===== config.mk =====
export PLATFORM = sky130hd
export DESIGN_NAME = gat_feature_reader_flat
export DESIGN_NICKNAME = d
export VERILOG_FILES = /design/src/rtl/gat_feature_reader_if.sv /design/src/rtl/gat_feature_reader.sv /design/src/flat_wrapper.sv
export SDC_FILE = /design/constraint.sdc
export NUM_CORES = 1
export LEC_CHECK = 0
export ABC_AREA = 1
export BUFFER_PORTS_ARGS = -buffer_cell sky130_fd_sc_hd__buf_2
export CELL_PAD_IN_SITES_DETAIL_PLACEMENT = 2
export CELL_PAD_IN_SITES_GLOBAL_PLACEMENT = 2
export CORE_MARGIN = 2
export CORE_UTILIZATION = 37
export DETAILED_ROUTE_END_ITERATION = 7
export GPL_TIMING_DRIVEN = 0
export PLACE_DENSITY_LB_ADDON = 0.1
export SLEW_MARGIN = 0
export SYNTH_ARGS = -nofsm -noshare
export SYNTH_HDL_FRONTEND = slang
export SYNTH_SLANG_ARGS = --single-unit
export TNS_END_PERCENT = 10

===== constraint.sdc =====
create_clock -name clk -period 4.8 [get_ports clk]
set_input_delay 0.24 -clock clk [delete_from_list [all_inputs] [get_ports clk]]
set_output_delay 0.24 -clock clk [all_outputs]
set_load 0.02 [all_outputs]

===== src/rtl/gat_feature_reader_if.sv =====
// Feature readback stream bundle between gat_feature_reader (master) and the host DMA (slave).
// m_last_all exists only when GAT_FEATURE_READER_NODE_LAST_EN is defined.
interface gat_feature_reader_if #(
    parameter int DATA_WIDTH = 8
);
    logic [DATA_WIDTH-1:0] m_data;
    logic                  m_valid;
    logic                  m_ready;
    logic                  m_last;
`ifdef GAT_FEATURE_READER_NODE_LAST_EN
    logic                  m_last_all;

    modport master (output m_data, m_valid, m_last, m_last_all, input m_ready);
    modport slave  (input m_data, m_valid, m_last, m_last_all, output m_ready);
`else
    modport master (output m_data, m_valid, m_last, input m_ready);
    modport slave  (input m_data, m_valid, m_last, output m_ready);
`endif
endinterface


===== src/rtl/gat_feature_reader.sv =====
// Drains the new-feature BRAM in address order into a credit-controlled FIFO and a valid/ready stream.
// Optional macro GAT_FEATURE_READER_NODE_LAST_EN: m_last per node, m_last_all on the final word.
module gat_feature_reader #(
    parameter int DATA_WIDTH         = 8,
    parameter int NUM_SUBGRAPHS      = 2708,
    parameter int NUM_FEATURE_OUT    = 16,
    parameter int NEW_FEATURE_DEPTH  = NUM_SUBGRAPHS * NUM_FEATURE_OUT,
    parameter int NEW_FEATURE_ADDR_W = $clog2(NEW_FEATURE_DEPTH),
    parameter int READ_LATENCY       = 2,
    parameter int FIFO_DEPTH         = READ_LATENCY + 2
) (
    input  logic                          clk,
    input  logic                          rst,
    input  logic                          start,
    output logic [NEW_FEATURE_ADDR_W-1:0] feature_BRAM_addrb,
    input  logic [DATA_WIDTH-1:0]         feature_BRAM_dout,
    gat_feature_reader_if.master          m,
    output logic                          busy,
    output logic                          done
);
    localparam int CNT_W  = NEW_FEATURE_ADDR_W + 1;
    localparam int PTR_W  = (FIFO_DEPTH > 1) ? $clog2(FIFO_DEPTH) : 1;
    localparam int FCNT_W = $clog2(FIFO_DEPTH + 1);
    localparam int OUT_W  = $clog2(READ_LATENCY + 2);

    typedef enum logic [1:0] {S_IDLE, S_READ, S_DRAIN, S_DONE} state_t;

    typedef struct packed {
        logic [DATA_WIDTH-1:0] data;
        logic                  last;
`ifdef GAT_FEATURE_READER_NODE_LAST_EN
        logic                  last_all;
`endif
    } entry_t;

    state_t                        state_q, state_d;
    logic                          busy_q, busy_d;
    logic                          done_q, done_d;
    logic [NEW_FEATURE_ADDR_W-1:0] addrb_q, addrb_d;
    logic [CNT_W-1:0]              issue_cnt_q, issue_cnt_d;
    logic [CNT_W-1:0]              out_cnt_q, out_cnt_d;
    logic [CNT_W-1:0]              cap_cnt_q, cap_cnt_d;
    logic [READ_LATENCY:0]         vld_sr_q, vld_sr_d;
    logic [OUT_W-1:0]              outst_q, outst_d;
    entry_t [FIFO_DEPTH-1:0]       mem_q, mem_d;
    logic [PTR_W-1:0]              wr_ptr_q, wr_ptr_d;
    logic [PTR_W-1:0]              rd_ptr_q, rd_ptr_d;
    logic [FCNT_W-1:0]             fcount_q, fcount_d;
`ifdef GAT_FEATURE_READER_NODE_LAST_EN
    logic [CNT_W-1:0]              feat_cnt_q, feat_cnt_d;
`endif

    logic   pop, push, issue, credit_ok;
    entry_t new_entry;

    assign pop  = (fcount_q != '0) && m.m_ready;
    // Bit 0 lines up with the registered address; bit READ_LATENCY lines up with matching dout.
    assign push = vld_sr_q[READ_LATENCY];
    // Credit freed by a pop in this cycle is usable at once, so steady-state flow has no bubbles.
    assign credit_ok = (32'(outst_q) + 32'(fcount_q)) < (32'(FIFO_DEPTH) + 32'(pop));
    assign issue     = (state_q == S_READ) && credit_ok;

    always_comb begin
        new_entry      = '0;
        new_entry.data = feature_BRAM_dout;
`ifdef GAT_FEATURE_READER_NODE_LAST_EN
        new_entry.last     = (feat_cnt_q == CNT_W'(NUM_FEATURE_OUT - 1));
        new_entry.last_all = (cap_cnt_q == CNT_W'(NEW_FEATURE_DEPTH - 1));
`else
        new_entry.last     = (cap_cnt_q == CNT_W'(NEW_FEATURE_DEPTH - 1));
`endif
    end

    always_comb begin
        state_d     = state_q;
        busy_d      = busy_q;
        done_d      = 1'b0;
        addrb_d     = addrb_q;
        issue_cnt_d = issue_cnt_q;
        out_cnt_d   = pop  ? out_cnt_q + CNT_W'(1) : out_cnt_q;
        cap_cnt_d   = push ? cap_cnt_q + CNT_W'(1) : cap_cnt_q;
`ifdef GAT_FEATURE_READER_NODE_LAST_EN
        feat_cnt_d  = feat_cnt_q;
        if (push)
            feat_cnt_d = (feat_cnt_q == CNT_W'(NUM_FEATURE_OUT - 1)) ? '0 : feat_cnt_q + CNT_W'(1);
`endif
        case (state_q)
            S_IDLE: begin
                if (start) begin
                    state_d     = S_READ;
                    busy_d      = 1'b1;
                    addrb_d     = '0;
                    issue_cnt_d = '0;
                    out_cnt_d   = '0;
                    cap_cnt_d   = '0;
`ifdef GAT_FEATURE_READER_NODE_LAST_EN
                    feat_cnt_d  = '0;
`endif
                end
            end
            S_READ: begin
                if (issue) begin
                    addrb_d     = issue_cnt_q[NEW_FEATURE_ADDR_W-1:0];
                    issue_cnt_d = issue_cnt_q + CNT_W'(1);
                    if (issue_cnt_q == CNT_W'(NEW_FEATURE_DEPTH - 1))
                        state_d = S_DRAIN;
                end
            end
            S_DRAIN: begin
                if (pop && (out_cnt_q == CNT_W'(NEW_FEATURE_DEPTH - 1))) begin
                    state_d = S_DONE;
                    done_d  = 1'b1;
                    busy_d  = 1'b0;
                end
            end
            default: state_d = S_IDLE;
        endcase
    end

    always_comb begin
        vld_sr_d = {vld_sr_q[READ_LATENCY-1:0], issue};
        outst_d  = outst_q + OUT_W'(issue) - OUT_W'(push);
        mem_d    = mem_q;
        wr_ptr_d = wr_ptr_q;
        rd_ptr_d = rd_ptr_q;
        fcount_d = fcount_q + FCNT_W'(push) - FCNT_W'(pop);
        if (push) begin
            mem_d[wr_ptr_q] = new_entry;
            wr_ptr_d = (wr_ptr_q == PTR_W'(FIFO_DEPTH - 1)) ? '0 : wr_ptr_q + PTR_W'(1);
        end
        if (pop)
            rd_ptr_d = (rd_ptr_q == PTR_W'(FIFO_DEPTH - 1)) ? '0 : rd_ptr_q + PTR_W'(1);
    end

    always_ff @(posedge clk) begin
        if (rst) begin
            state_q     <= S_IDLE;
            busy_q      <= 1'b0;
            done_q      <= 1'b0;
            addrb_q     <= '0;
            issue_cnt_q <= '0;
            out_cnt_q   <= '0;
            cap_cnt_q   <= '0;
            vld_sr_q    <= '0;
            outst_q     <= '0;
            mem_q       <= '0;
            wr_ptr_q    <= '0;
            rd_ptr_q    <= '0;
            fcount_q    <= '0;
`ifdef GAT_FEATURE_READER_NODE_LAST_EN
            feat_cnt_q  <= '0;
`endif
        end else begin
            state_q     <= state_d;
            busy_q      <= busy_d;
            done_q      <= done_d;
            addrb_q     <= addrb_d;
            issue_cnt_q <= issue_cnt_d;
            out_cnt_q   <= out_cnt_d;
            cap_cnt_q   <= cap_cnt_d;
            vld_sr_q    <= vld_sr_d;
            outst_q     <= outst_d;
            mem_q       <= mem_d;
            wr_ptr_q    <= wr_ptr_d;
            rd_ptr_q    <= rd_ptr_d;
            fcount_q    <= fcount_d;
`ifdef GAT_FEATURE_READER_NODE_LAST_EN
            feat_cnt_q  <= feat_cnt_d;
`endif
        end
    end

    a_no_overflow: assert property (@(posedge clk) disable iff (rst)
        !(push && !pop && (fcount_q == FCNT_W'(FIFO_DEPTH))));

    assign feature_BRAM_addrb = addrb_q;
    assign busy               = busy_q;
    assign done               = done_q;
    assign m.m_valid          = (fcount_q != '0);
    assign m.m_data           = mem_q[rd_ptr_q].data;
    assign m.m_last           = mem_q[rd_ptr_q].last;
`ifdef GAT_FEATURE_READER_NODE_LAST_EN
    assign m.m_last_all       = mem_q[rd_ptr_q].last_all;
`endif
endmodule


===== src/flat_wrapper.sv =====
// flat-port wrapper written by rule: the top's interface ports become plain ports
module gat_feature_reader_flat 
#(
    parameter int DATA_WIDTH         = 8,
    parameter int NUM_SUBGRAPHS      = 2708,
    parameter int NUM_FEATURE_OUT    = 16,
    parameter int NEW_FEATURE_DEPTH  = NUM_SUBGRAPHS * NUM_FEATURE_OUT,
    parameter int NEW_FEATURE_ADDR_W = $clog2(NEW_FEATURE_DEPTH),
    parameter int READ_LATENCY       = 2,
    parameter int FIFO_DEPTH         = READ_LATENCY + 2
)
  (clk, rst, start, feature_BRAM_addrb, feature_BRAM_dout, busy, done, m_m_data, m_m_valid, m_m_last, m_m_ready);
  gat_feature_reader_if #(.DATA_WIDTH(DATA_WIDTH)) m_i ();
  input  logic clk;
  input  logic rst;
  input  logic start;
  output logic [NEW_FEATURE_ADDR_W-1:0] feature_BRAM_addrb;
  input  logic [DATA_WIDTH-1:0] feature_BRAM_dout;
  output logic busy;
  output logic done;
  output wire logic [$bits(m_i.m_data)-1:0] m_m_data;
  output wire logic [$bits(m_i.m_valid)-1:0] m_m_valid;
  output wire logic [$bits(m_i.m_last)-1:0] m_m_last;
  input wire logic [$bits(m_i.m_ready)-1:0] m_m_ready;
  assign m_m_data = m_i.m_data;
  assign m_m_valid = m_i.m_valid;
  assign m_m_last = m_i.m_last;
  assign m_i.m_ready = m_m_ready;
  gat_feature_reader #(.DATA_WIDTH(DATA_WIDTH), .NUM_SUBGRAPHS(NUM_SUBGRAPHS), .NUM_FEATURE_OUT(NUM_FEATURE_OUT), .NEW_FEATURE_DEPTH(NEW_FEATURE_DEPTH), .NEW_FEATURE_ADDR_W(NEW_FEATURE_ADDR_W), .READ_LATENCY(READ_LATENCY), .FIFO_DEPTH(FIFO_DEPTH)) u_core (.clk(clk), .rst(rst), .start(start), .feature_BRAM_addrb(feature_BRAM_addrb), .feature_BRAM_dout(feature_BRAM_dout), .m(m_i), .busy(busy), .done(done));
endmodule

==> results.sh <==
export IMPL_synth_cell_types=40
export IMPL_viasPerCell=5.345
export IMPL_slew_violations=0
export IMPL_gp_congestion=0.8099
export IMPL_drtPass1Iterations=5
export IMPL_multi_input_area_um2=2899
export IMPL_r2r_end="u_core.out_cnt_q[16]$_SDFF_PP0_"
export IMPL_portBuffers=39
export IMPL_slew_headroom_pct=20.41
export IMPL_synthArstFlopShare_pct=0
export IMPL_nets=898
export IMPL_boundaryPins=40
export IMPL_die_w_um=128.1
export IMPL_post_cts_setup_buffers=0
export IMPL_avgSynthCellArea_um2=7.050
export IMPL_fillers=1807
export IMPL_r2r_cells=6
export IMPL_leakage_nw=2.706
export IMPL_worstPathRequired_ns=5.14
export IMPL_vias=5703
export IMPL_grt_max_degree=17
export IMPL_grt_pass1_vias=6362
export IMPL_synthesis_area_um2=5697
export IMPL_p_per_area_nw_per_um2=493.1
export IMPL_arrival_ns=3.09
export IMPL_tightest_slew_ns=1.194
export IMPL_fin_worst_skew_ns=0.01018
export IMPL_whs_endpoint="u_core.mem_q[4]$_SDFFE_PP0P_"
export IMPL_vdd_drop_max_uv=259.4
export IMPL_cp_start_kind="flop"
export IMPL_cts_clk_slew_worst_paths_ns=0.06
export IMPL_holdPathStages=3
export IMPL_ys_flop_type="dfxtp_1"
export IMPL_layout_area_overhead_vs_synth_pct=18.34
export IMPL_status="finished, final reports clean"
export IMPL_synth_top_area_share_pct=41.82
export IMPL_die_height_um=128.1
export IMPL_grt_pass1_wl_mm=33.11
export IMPL_endpoint_kind="flop"
export IMPL_dp_hpwl_mm=13.80
export IMPL_synth_area_leader_cell="dfxtp_1"
export IMPL_numCtsBuffers=17
export IMPL_fp_coreArea_um2=15150
export IMPL_yosys_warnings=0
export IMPL_top_usage_layer="met2"
export IMPL_rrSetupSlack_ns=2.05
export IMPL_cap_violations=0
export IMPL_min_period_over_period_pct=57.31
export IMPL_core_rowCount=45
export IMPL_hold_buffers=0
export IMPL_grtUsageMet3_pct=4.883
export IMPL_ctsLongestPathBuffers=2
export IMPL_antenna_cells=0
export IMPL_worst_path_buf_inv=3
export IMPL_cp_top_family="compound AO/OA/AOI/OAI gates"
export IMPL_ant_nets=0
export IMPL_regArea_um2=2382
export IMPL_cts_root_buf="clkbuf_16"
export IMPL_start_util_pct=37.61
export IMPL_setup_ws_ns=2.049
export IMPL_preCtsSetupSlack_ns=2.219
export IMPL_drive_gt1_share_pct=10.24
export IMPL_grt_usage_pct=26.07
export IMPL_antenna_found_initial=0
export IMPL_cts_resized=0
export IMPL_h_tree_depth=4
export IMPL_fmax_mhz=363.6
export IMPL_routed_wl_mm=19.90
export IMPL_cts_sinks=119
export IMPL_synth_area_top_cells="dfxtp_1 42%, nor2_1 11%, nand2_1 7.8%"
export IMPL_worstHoldStart="feature_BRAM_dout[3]"
export IMPL_synth_seq_cells=119
export IMPL_use_met1_pct=29.75
export IMPL_crit_fanout=10
export IMPL_setup_worst_path_class="flop to flop"
export IMPL_drt_iter0_markers=343
export IMPL_hold_path_class="input port to flop"
export IMPL_rsz0062_at_grt="no"
export IMPL_setup_tns_final_ns=0
export IMPL_synthesis_instances=808
export IMPL_slowest_delay_ns=0.92
export IMPL_cp_cell_sequence="inv_1 -> ha_1 -> a21oi_1 -> inv_1 -> clkbuf_1 -> a21oi_1"
export IMPL_hold_viol=0
export IMPL_wire_per_inst_um=18.65
export IMPL_synth_edff_count=0
export IMPL_grt_util_met2_pct=47.97
export IMPL_cp_slowest_cell="a21oi_1"
export IMPL_syn_nets=840
export IMPL_dieArea_um2=16400
export IMPL_clk_latency_ns=0.42
export IMPL_fin_crit_ns=2.751
export IMPL_r2r_start="u_core.state_q[0]$_SDFFE_PP0P_"
export IMPL_setup_viol=0
export IMPL_drcViolationCount=0
export IMPL_overflow=0
export IMPL_cts_tree="yes"
export IMPL_yosysSeqAreaShare_pct=41.82
-- cell usage in the layout, fill, tap and decap left out, drive strengths merged, types with 27 or more instances in the layout --
cell,count
a21oi,36
clkbuf,36
o21ai,101
inv,79
dfxtp,119
nor3,27
nor2,174
buf,47
nand2,123
nand3,51
-- sequential cells by signal, indices dropped and copies added, names as in the netlist --
| register | count |
|---|---|
| u_core.vld_sr_q | 3 |
| u_core.state_q | 2 |
| u_core.done | 1 |
| u_core.wr_ptr_q | 2 |
| u_core.mem_q | 36 |
| u_core.busy | 1 |
| u_core.fcount_q | 3 |
| u_core.out_cnt_q | 17 |
| u_core.outst_q | 2 |
| u_core.rd_ptr_q | 2 |
| u_core.cap_cnt_q | 17 |
| u_core.feature_BRAM_addrb | 16 |
| u_core.issue_cnt_q | 17 |
-- how the worst max path moves through the flow --
stage,slack (ns),startpoint,end,depth (start not counted)
finish,2.05,u_core.state_q[0]$_SDFFE_PP0P_,u_core.out_cnt_q[16]$_SDFF_PP0_,6
global route,1.89,u_core.state_q[0]$_SDFFE_PP0P_,u_core.out_cnt_q[15]$_SDFF_PP0_,6
CTS,2.14,u_core.rd_ptr_q[0]$_SDFFE_PP0N_,m_m_data[6],5
detailed placement,2.22,u_core.state_q[0]$_SDFFE_PP0P_,u_core.out_cnt_q[16]$_SDFF_PP0_,6
global placement,2.35,u_core.state_q[0]$_SDFFE_PP0P_,u_core.out_cnt_q[16]$_SDFF_PP0_,6
floorplan,2.72,u_core.fcount_q[1]$_SDFF_PP0_,u_core.fcount_q[2]$_SDFF_PP0_,10
-- report_power, final --
| part | internal [mW] | switching [mW] |
|---|---|---|
| Sequential | 1.05 | 0.0681 |
| Combinational | 0.257 | 0.597 |
| Clock | 0.891 | 0.465 |
-- per-layer routing --
metal	part of all wire, %	wire length (um)	vias to the layer above
met2	52	10410	87
met3	2.6	514	38
met5	0	0	-
li1	-	-	2757
met1	43	8531	2821
met4	2.3	450	0
-- per-stage QoR --
stage               utilization [%]  area (um^2)  cells  hold slack [ns]  power [mW]
finish                        44.51         6741   1067           0.1242       3.325
global route                  44.51         6741   1067           0.1408       3.525
CTS                           44.51         6741   1067           0.1157       3.369
detailed placement            40.45         6127   1035           0.4077       1.977
global placement              40.45         6127   1035           0.3927       1.921
floorplan                         -         5697    808           0.3883       1.687
-- cells in the mapped netlist (2+ instances only) --
master    number
xnor2_1        5
nor2_2         2
dfxtp_1      119
inv_1         76
fa_1           2
nand2_1      118
clkbuf_1      14
o22ai_1       10
nor2_1       171
o21ai_0       87
nand4_1       11
nor3b_1        2
xor2_1        12
a21oi_1       36
ha_1          18
clkinv_1       5
nand3_1       50
buf_2          5
nor4_1         2
nor3_1        26
inv_2          3
o21ai_1       13
nand2_2        4
-- worst register-to-register path: stages (launching register included) --
cell and delay, ns:
dfxtp_1 0.41, inv_1 0.10, ha_1 0.25, a21oi_1 0.92
inv_1 0.41, clkbuf_1 0.37, a21oi_1 0.21
-- kinds of logic after synthesis --
group                      after synthesis  share of synthesized area [%]
adders and majority gates               20                          4.656
AOI/OAI and AO/OA                      154                          14.43
xor gates and xnor gates                17                          2.614
DFF                                    119                          41.82
buffers and inverters                  106                          7.292
and+or+nand+nor                        392                          29.19
-- cell type report --
class | count | share of cell area [%]
plain buffers | 22 | 1.485
clock buffers | 22 | 6.886
clock inverters | 10 | 2.227
inverters | 84 | 4.677
multi-input cells | 583 | 43.00
flip-flops and latches | 119 | 35.34
well taps | 188 | 3.489
repair buffers | 39 | 2.895
(Power assumes the default switching activity.)
